## config.mk

```make
export PLATFORM = sky130hd
export DESIGN_NAME = if_id_stage
export DESIGN_NICKNAME = d
export VERILOG_FILES = /design/src/rtl/if_id_stage.sv
export SDC_FILE = /design/constraint.sdc
export NUM_CORES = 1
export LEC_CHECK = 0
export BUFFER_PORTS_ARGS = -buffer_cell sky130_fd_sc_hd__buf_4
export CAP_MARGIN = 20
export CORE_UTILIZATION = 49
export DETAILED_ROUTE_END_ITERATION = 8
export PLACE_DENSITY = 0.81
export SYNTH_ARGS = -nofsm -noshare
export SYNTH_HDL_FRONTEND = slang
export SYNTH_SLANG_ARGS = --single-unit
```

## constraint.sdc

```tcl
create_clock -name clk -period 2.54 [get_ports clk]
set_clock_uncertainty 0.15 [all_clocks]
set_input_delay 0.254 -clock clk [delete_from_list [all_inputs] [get_ports clk]]
set_output_delay 0.254 -clock clk [all_outputs]
set_load 0.02 [all_outputs]
```

## src/rtl/if_id_stage.sv

```systemverilog
// Fetch stage of the 5-stage MIPS pipeline: PC register, next-PC selection and the
// IF/ID pipeline register, with hazard-unit stall controls and redirect squashing.
module if_id_stage #(
  parameter int unsigned          ADDR_W   = 32,
  parameter int unsigned          INST_W   = 32,
  parameter logic [ADDR_W-1:0]    RESET_PC = '0
) (
  input  logic              clk,
  input  logic              rst_n,
  input  logic              pc_load,
  input  logic              IF_ID_load,
  input  logic [1:0]        pc_src,
  input  logic [ADDR_W-1:0] branch_target,
  input  logic [ADDR_W-1:0] jump_target,
  input  logic [ADDR_W-1:0] jr_target,
  output logic [ADDR_W-1:0] imem_addr,
  input  logic [INST_W-1:0] imem_data,
  output logic [ADDR_W-1:0] pc,
  output logic [INST_W-1:0] if_id_inst,
  output logic [ADDR_W-1:0] if_id_pc4,
  output logic              if_id_valid,
  output logic [15:0]       stall_cnt
);

  logic [ADDR_W-1:0] r_pc;
  logic [INST_W-1:0] r_inst;
  logic [ADDR_W-1:0] r_pc4;
  logic              r_valid;
  logic [15:0]       r_stall_cnt;

  logic [ADDR_W-1:0] w_pc_plus4;
  logic [ADDR_W-1:0] w_next_pc;
  logic              w_redirect;

  assign w_pc_plus4 = r_pc + ADDR_W'(4);
  assign w_redirect = (pc_src != 2'b00);

  always_comb begin
    w_next_pc = w_pc_plus4;
    unique case (pc_src)
      2'b00: w_next_pc = w_pc_plus4;
      2'b01: w_next_pc = branch_target;
      2'b10: w_next_pc = jump_target;
      2'b11: w_next_pc = jr_target;
      default: w_next_pc = w_pc_plus4;
    endcase
  end

  // A stall holds the PC even when a redirect is pending; ID re-presents pc_src later.
  always_ff @(posedge clk or negedge rst_n) begin
    if (!rst_n) begin
      r_pc <= RESET_PC;
    end else if (pc_load) begin
      r_pc <= w_next_pc;
    end
  end

  always_ff @(posedge clk or negedge rst_n) begin
    if (!rst_n) begin
      r_inst  <= '0;
      r_pc4   <= '0;
      r_valid <= 1'b0;
    end else if (IF_ID_load) begin
      if (w_redirect) begin
        r_inst  <= '0;
        r_pc4   <= w_pc_plus4;
        r_valid <= 1'b0;
      end else begin
        r_inst  <= imem_data;
        r_pc4   <= w_pc_plus4;
        r_valid <= 1'b1;
      end
    end
  end

  always_ff @(posedge clk or negedge rst_n) begin
    if (!rst_n) begin
      r_stall_cnt <= '0;
    end else if (!pc_load && (r_stall_cnt != 16'hFFFF)) begin
      r_stall_cnt <= r_stall_cnt + 16'd1;
    end
  end

  assign imem_addr   = r_pc;
  assign pc          = r_pc;
  assign if_id_inst  = r_inst;
  assign if_id_pc4   = r_pc4;
  assign if_id_valid = r_valid;
  assign stall_cnt   = r_stall_cnt;

endmodule

```

-- Yosys cells after proc, flatten, opt, wreduce, memory -nomap -nowiden
Index checks and enable logic that the tools add are counted.
- bits in registers: 113
- latch bits: 0
- bits in writable memories: 0
- bits in read-only memories: 0
- output and inout bits: 145
- memories: 0
- add/subtract/negate cells: 2
- multiply operators: 0
- div/mod/pow operators: 0
- order comparisons: 0
- eq/ne operators: 4
- shift operators: 0
- mux-type cells: 3
- bitwise gates (word level): 0
- reduce and logical (&&, ||, !) cells: 4
- operators by type and width (kind ; number):
    one-hot mux 32 bit (4 select lines) ; 1
    adder 32 x 3 -> 32 bit, second input constant ; 1
    2-to-1 mux 32 bit ; 1
    adder 16 x 1 -> 16 bit, second input constant ; 1
    != test 16 bit, second input constant ; 1
    equality test 2 bit, second input constant ; 2
    equality test 2 x 1 -> 1 bit, second input constant ; 1
    logical NOT 2 bit ; 1
    nonzero test 2 bit ; 1
    logical AND 1 bit ; 1
    logical NOT 1 bit ; 1
    2-to-1 mux 1 bit ; 1

-- Depth between registers and ports, before layout
Gate-level depths: netlist of run 1.
- word-level depth: 2
- depth in mapped cells: 7
- gate-level depth less buffers: 5

-- Worst setup path after synthesis of run 1
OpenSTA, ideal clock, no wires.
- path kind: flip-flop to flip-flop
- start point: register r_pc[2], in the netlist imem_addr[2]
- end point: register r_pc[30], in the netlist imem_addr[30]
- setup time: 0.136 ns
- data arrival time: 2.137 ns
- slack: 0.117 ns
- cell stages (with the launch flop): 8
- path buffers: 2
- period minus slack after synthesis: 2.423 ns
- cells stage by stage: dfrtp_1 -> ha_1 -> nand4_4 -> or3_1 -> buf_2 -> clkbuf_1 -> o311ai_0 -> nand3b_1
- cells in the longest elaborated chain, start to end: 2
- RTL lines (item ; line ; RTL):
    start: declaration ; 25 ; logic [ADDR_W-1:0] r_pc;
    start signal: assignment ; 54 ; r_pc <= w_next_pc;
    adder 32 x 3 -> 32 bit ; 35 ; assign w_pc_plus4 = r_pc + ADDR_W'(4);
    one-hot mux 32 bit (4 select lines) ; 40 ; unique case (pc_src)
Every way passes these cells.
A chain may end at the register's enable or synchronous reset.

-- Final worst setup path of run 1
- start point: register r_pc[3], in the netlist imem_addr[3]
- end point: register r_pc4[20], in the netlist if_id_pc4[20]
- cells in the longest elaborated chain, start to end: 1
- RTL lines (item ; line ; RTL):
    adder 32 x 3 -> 32 bit ; 35 ;
    end signal: assignment ; 66 ; r_pc4 <= w_pc_plus4;
    end signal: assignment ; 70 ; r_pc4 <= w_pc_plus4;
    end: declaration ; 27 ; logic [ADDR_W-1:0] r_pc4;
Every way passes these cells.

==> impl_summary.log, run 1 <==
INFO  metric run_status = finished, final reports clean
INFO  metric drtAntennaViolNets = 0
INFO  metric dp_slack = 108.7 ps
INFO  metric placeableCoreArea = 13300 um^2
INFO  metric met3RoutedLength = 1652 um
INFO  metric net_count_of_the_finished_layout = 1141
INFO  metric worst-endpoint-required = 2720 ps
INFO  metric cts.htree.levels = 4
INFO  metric drcViolationCount = 0
INFO  metric final_period_minus_worst_setup_slack = 2441 ps
INFO  metric post_drt_wl_per_cell = 18.04 um
INFO  metric num_rows = 42
INFO  metric worst_hold_path_type = primary input to flip-flop
INFO  metric detail_route.first_pass.iterations = 5
INFO  metric instances_no_fill = 1194
INFO  metric pin_count = 279
INFO  metric worst_setup_hold_path_clk_slew = 50 ps
INFO  metric io_buffer_count = 278
INFO  metric ff_latch_area = 2828 um^2
INFO  metric routedLengthMet1 = 8558 um
INFO  metric worstReg2RegStart = imem_addr[3]
INFO  metric hpwl = 14910 um
INFO  metric netlist_instances = 735
INFO  metric ctsRootBufferMaster = sky130_fd_sc_hd__clkbuf_16
INFO  metric finalHoldViolations = 0
INFO  metric synth_seq_area_share = 42.02%
INFO  metric finalWorstSetupSlack = 98.87 ps
INFO  metric worstRegToRegCells = 5
INFO  metric setup_total_negative_slack = 0 ps
INFO  metric top_signal_layer_used = met4
INFO  metric netlist_top_cells_count = sky130_fd_sc_hd__dfrtp_1 (113), sky130_fd_sc_hd__nor2_1 (56), sky130_fd_sc_hd__nand3_1 (47)
INFO  metric routed_wl = 21540 um
INFO  metric synth-edff-count = 0
INFO  metric initial_standard_cell_utilization_of_the_core = 50.62%
INFO  metric synth_most_common_cell = sky130_fd_sc_hd__dfrtp_1
INFO  metric first_pass_grt_wire_length = 34000 um
INFO  metric drv_cap = 0
INFO  metric postSynth.asyncResetShare = 100.0%
INFO  metric post_synth.cell_area_avg = 9.157 um^2
INFO  metric worstPathArrival = 2620 ps
INFO  metric crit_path_end_kind = flip-flop
INFO  metric syn_area = 6730 um^2
INFO  metric post-route-period-util = 96.11%
INFO  metric final_layout_size_suffix_gt1_share = 35.95%
INFO  metric syn_nets = 871
INFO  metric synth_top_area_share = 42.02%
INFO  metric clkLatencyLatePin = 410 ps
INFO  metric ys_seq_elements = 113
INFO  metric synth.yosys.warnings = 0
INFO  metric timing.hold.worst_path_depth = 4
INFO  metric cts_hold_buffers = 34
INFO  metric final.fill_count = 1025
INFO  metric clock.fmax = 0.4096 GHz
INFO  metric finalMaxSlewViolations = 0
INFO  metric finished_core_util = 72.89%
INFO  metric die_area = 14210 um^2
INFO  metric vias_per_cell = 5.805
INFO  metric startpoint = imem_addr[3]
INFO  metric wl_met2 = 10820 um
INFO  metric grt_pass1_vias = 6688
INFO  metric via_total_after_detailed_routing = 6931
INFO  metric finalSetupViolCount = 0
INFO  metric clkSinkCount = 113
INFO  metric cts_setup_buffers = 0
INFO  metric power_per_cell_area = 684.2 nW/um^2
INFO  metric num_antenna_cells = 0
INFO  metric placed_cells = 1128
INFO  metric synth_largest_area_cell = sky130_fd_sc_hd__dfrtp_1
INFO  metric total_leakage_power = 4.410 nW
INFO  metric cp-start-kind = flip-flop
INFO  metric worstSetupPathType = flip-flop to flip-flop
INFO  metric cts_tree = built
INFO  metric grt_setup_unrepaired = no
INFO  metric die_h = 119.2 um
INFO  metric dominantRegCellSynth = sky130_fd_sc_hd__dfrtp_1
INFO  metric total_clock_buffers_created_by_cts = 17
INFO  metric min-delay-start = jump_target[17]
INFO  metric number_of_antenna_violations_at_the_first_check_in_global_routing = 0
INFO  metric floorplan.die.width = 119.2 um
INFO  metric multiInputGateArea = 3246 um^2
INFO  metric synth_area_leaders = sky130_fd_sc_hd__dfrtp_1 (42%), sky130_fd_sc_hd__mux2i_1 (4.3%), sky130_fd_sc_hd__buf_4 (4.0%)
INFO  metric grt_use_total = 30.73%
INFO  metric timing_worst_slew_pin_value = 803.6 ps
INFO  metric area_growth = 43.99%
INFO  metric gp_routability_congestion = 0.8988
INFO  metric pin_count_of_the_biggest_net_entering_global_routing = 65
INFO  metric max_slew_margin = 46.02%
INFO  metric synth_cell_types = 57
INFO  metric globalRouteOverflowTotal = 0
INFO  metric critical_path_peak_fanout = 18
INFO  metric vdd_drop_max = 0.0005015 V
INFO  metric dr.first_iter.drc_count = 559
INFO  metric ctsLongestPathBuffers = 2
INFO  metric cts-resized-gates = 0
-- per-layer routing --
layer  vias to the layer above  global-route usage [%]
met4                         0                   12.03
met5                         -                       0
met1                      3346                   38.94
met2                       333                   52.14
met3                        44                   5.316
li1                       3208                       -
-- area by class of cell --
class                      instances  share of cell area (%)
inverter                          42                   1.627
multi-input combinational        488                   33.49
clock inverter                     6                  0.3099
sequential                       113                   29.18
clock buffer                      26                   5.152
tap                              176                   2.272
timing repair buffer             343                   27.97
-- sequential cells by signal (all words and copies together) (netlist names) --
register and cells:
if_id_pc4 32, if_id_inst 32, stall_cnt 16, imem_addr 32, if_id_valid 1
-- layout by cell type, fill, tap and decap left out, types with 16 or more instances in the layout --
cell type / n
sky130_fd_sc_hd__a21oi_1: 28
sky130_fd_sc_hd__a31oi_1: 21
sky130_fd_sc_hd__buf_4: 305
sky130_fd_sc_hd__clkbuf_16: 17
sky130_fd_sc_hd__dfrtp_1: 113
sky130_fd_sc_hd__dlygate4sd3_1: 34
sky130_fd_sc_hd__inv_1: 42
sky130_fd_sc_hd__mux2i_1: 29
sky130_fd_sc_hd__nand2_1: 34
sky130_fd_sc_hd__nand3_1: 47
sky130_fd_sc_hd__nand4_1: 16
sky130_fd_sc_hd__nor2_1: 55
sky130_fd_sc_hd__nor3_1: 18
sky130_fd_sc_hd__o21ai_0: 40
sky130_fd_sc_hd__xnor2_1: 17
-- report_power, final --
| group | total [W] | internal (W) | switching, W |
|---|---|---|---|
| Sequential | 0.00238 | 0.00206 | 0.000318 |
| Clock | 0.00212 | 0.00134 | 0.000788 |
| Combinational | 0.00213 | 0.000959 | 0.00117 |
| Total | 0.00663 | 0.00435 | 0.00228 |
-- path summary, 6_finish.rpt --
| kind | end | slack [ps] |
|---|---|---|
| worst max-delay path | if_id_pc4[20] | 100 |
| worst max register to register | if_id_pc4[20] | 100 |
| max in group asynchronous | if_id_pc4[2] | 1340 |
| worst min register to register | if_id_inst[3] | 340 |
| min in group asynchronous | if_id_inst[13] | 190 |
| worst min-delay path | imem_addr[17] | 50 |
-- worst max-delay path, cell delays in order, from the launching register on --
cell	delay (ps)
sky130_fd_sc_hd__dfrtp_1	350
sky130_fd_sc_hd__ha_1	290
sky130_fd_sc_hd__nand4_4	130
sky130_fd_sc_hd__or3_1	680
sky130_fd_sc_hd__or4_1	580
sky130_fd_sc_hd__a31oi_1	180
-- cells by family after synthesis --
family / synth area share (%)
fa+ha+maj: 0.3718
flops: 42.02
simple gates: 19.20
xor+xnor: 2.733
buf+inv: 9.872
compound gates: 16.97
mux: 8.831
-- through the flow --
stage | hold WS, ps | total power [W] | cell area (um^2)
CTS | 39.90 | 0.006627 | 9691
detailed placement | 105.5 | 0.004465 | 8821
global placement | 108.8 | 0.004427 | 8821
finish | 49.48 | 0.006630 | 9691
floorplan | -191.6 | 0.003548 | 6730
global route | 77.75 | 0.006898 | 9691
(Power assumes the default switching activity.)
==> run 2, diff against run 1 <==
Settings changed: PLACE_DENSITY 0.81 to 0.93, SLEW_MARGIN set to 15.
==> run 2 against run 1 <==
Against the previous run: sequential power is essentially flat; register-to-register slack got worse by 30 ps; critical path type unchanged; clock power increased by 29%; highest routed layer unchanged; core utilization increased by 1.1 points; final cell count did not move; wire length increased by 4.6%; sequential share of layout area shrank 0.42 points.
==> impl_summary.log, run 2 (same netlist as run 1, synthesis figures left out) <==
INFO  metric drtAntennaViolNets = 0
INFO  metric num_rows = 42
INFO  metric most_frequent_standard_cell_in_the_layout_excluding_fill_and_tap_cells = sky130_fd_sc_hd__buf_4
INFO  metric final.fill_count = 932
INFO  metric ctsLongestPathBuffers = 2
INFO  metric critical-path-max-stage-delay = 790 ps
INFO  metric net_count_of_the_finished_layout = 1141
INFO  metric num_antenna_cells = 0
INFO  metric critical_path_cell_with_the_highest_stage_delay = sky130_fd_sc_hd__nor4_1
INFO  metric clkSinkCount = 113
INFO  metric crit_path_cell_chain = ha_1 -> nand4_4 -> buf_4 -> nor4_1 -> xnor2_1 -> a21oi_1
INFO  metric clkLatencyLatePin = 410 ps
INFO  metric grt_pass1_vias = 7058
INFO  metric hpwl = 15480 um
INFO  metric cts_tree = built
INFO  metric area_growth = 46.07%
INFO  metric worstPathArrival = 2650 ps
INFO  metric max_slew_margin = 39.89%
INFO  metric initial_standard_cell_utilization_of_the_core = 50.62%
INFO  metric post_drt_wl_per_cell = 18.87 um
INFO  metric setup_total_negative_slack = 0 ps
INFO  metric worst_hold_path_type = primary input to flip-flop
INFO  metric dr.first_iter.drc_count = 572
INFO  metric finalSetupViolCount = 0
INFO  metric routed_wl = 22530 um
INFO  metric timing_worst_slew_pin_value = 893.5 ps
INFO  metric floorplan.die.width = 119.2 um
INFO  metric most-common-layout-cells = sky130_fd_sc_hd__buf_4 (308), sky130_fd_sc_hd__dfrtp_1 (113), sky130_fd_sc_hd__nor2_1 (55)
INFO  metric worstSetupPathType = flip-flop to flip-flop
INFO  metric die_h = 119.2 um
INFO  metric final_layout_size_suffix_gt1_share = 36.64%
INFO  metric dp_slack = 83.97 ps
INFO  metric delay_heaviest_family_cp = simple AND/OR/NAND/NOR gates
INFO  metric drv_cap = 0
INFO  metric pin_count_of_the_biggest_net_entering_global_routing = 56
INFO  metric drcViolationCount = 0
INFO  metric finalMaxSlewViolations = 0
INFO  metric detail_route.first_pass.iterations = 5
INFO  metric total_leakage_power = 4.470 nW
INFO  metric grt_use_total = 32.31%
INFO  metric cp-start-kind = flip-flop
INFO  metric cts.htree.levels = 4
INFO  metric io_buffer_count = 278
INFO  metric vdd_drop_max = 0.0004938 V
INFO  metric first_pass_grt_wire_length = 36140 um
INFO  metric run_status = finished, final reports clean
INFO  metric worst-endpoint-required = 2720 ps
INFO  metric total_clock_buffers_created_by_cts = 17
INFO  metric power_per_cell_area = 739.5 nW/um^2
INFO  metric grt_setup_unrepaired = no
INFO  metric via_total_after_detailed_routing = 7049
INFO  metric finalWorstSetupSlack = 67.71 ps
INFO  metric pin_count = 279
INFO  metric globalRouteOverflowTotal = 0
INFO  metric worst_setup_hold_path_clk_slew = 50 ps
INFO  metric die_area = 14210 um^2
INFO  metric ctsRootBufferMaster = sky130_fd_sc_hd__clkbuf_16
INFO  metric clock.fmax = 0.4045 GHz
INFO  metric finalHoldViolations = 0
INFO  metric crit_path_end_kind = flip-flop
INFO  metric number_of_antenna_violations_at_the_first_check_in_global_routing = 0
INFO  metric worstPathBufferInverterCount = 1
INFO  metric critical_path_peak_fanout = 9
INFO  metric post-route-period-util = 97.33%
INFO  metric placeableCoreArea = 13300 um^2
INFO  metric final_period_minus_worst_setup_slack = 2472 ps
INFO  metric vias_per_cell = 5.904
INFO  metric gp_routability_congestion = 0.9213
==> run 2: cell types whose count changed in the layout (fill, tap and decap cells not counted), moves of 2 or more <==
cell	previous run	this run
sky130_fd_sc_hd__buf_12	4	2
sky130_fd_sc_hd__buf_4	305	308
sky130_fd_sc_hd__bufinv_16	0	5
sky130_fd_sc_hd__clkbuf_1	5	0
sky130_fd_sc_hd__clkbuf_8	4	7
sky130_fd_sc_hd__clkinv_2	6	1
sky130_fd_sc_hd__clkinvlp_4	0	2
==> run 2: worst paths after layout <==
check / from / endpoint / slack, ps / cells past startpoint
max: imem_addr[2] / if_id_pc4[14] / 70 / 6
min: jump_target[17] / imem_addr[17] / 60 / 4
max reg2reg: imem_addr[2] / if_id_pc4[14] / 70 / 6
min reg2reg: if_id_inst[3] / if_id_inst[3] / 350 / 1
max in group asynchronous: rst_n / if_id_inst[5] / 1290 / 3
min in group asynchronous: rst_n / if_id_inst[18] / 230 / 2
==> run 2: routing by layer <==
layer	part of all wire [%]	GRT usage, %
met4	3.5	14.24
met1	38	40.08
met3	8.3	6.992
met5	0	0
met2	50	53.96
==> run 2: timing repair <==
action                                 in CTS  in global routing
hold buffers                               33                  0
setup endpoints to repair                   0                  2
resized for setup                           0                  1
endpoints found under the hold margin      69                  0
buffers inserted                            0                  0
==> run 2: final cells by class <==
type                       instances  area (um^2)  area share (%)
multi-input combinational        488         3251           33.07
sequential                       113         2828           28.76
timing repair buffer             343         2683           27.29
clock buffer                      24        521.8           5.307
tap                              176        220.2           2.240
clock inverter                     8        170.2           1.731
inverter                          42        157.7           1.604
==> run 2: power by group <==
group / internal (W) / switching [W] / total, W
sequential: 0.00206 / 0.000325 / 0.00238
combinational: 0.000958 / 0.00119 / 0.00215
clock: 0.00192 / 0.000811 / 0.00273
total: 0.00494 / 0.00233 / 0.00727
==> run 2: worst register-to-register path: stages (launching register included) <==
cell and delay [ps]:
sky130_fd_sc_hd__dfrtp_1 350, sky130_fd_sc_hd__ha_1 290, sky130_fd_sc_hd__nand4_4 130, sky130_fd_sc_hd__buf_4 210, sky130_fd_sc_hd__nor4_1 790, sky130_fd_sc_hd__xnor2_1 290, sky130_fd_sc_hd__a21oi_1 200
==> run 2: metrics by stage <==
step                total power (W)  util (%)  instances  hold WS, ps  area [um^2]
detailed placement         0.004478     66.21       1129        115.0         8803
CTS                        0.007272     73.90       1194        52.70         9826
floorplan                  0.003548         -        735       -191.6         6730
finish                     0.007270     73.94       1194        59.10         9831
global placement           0.004419     66.21       1129        113.1         8803
global route               0.007569     73.94       1194        86.05         9831
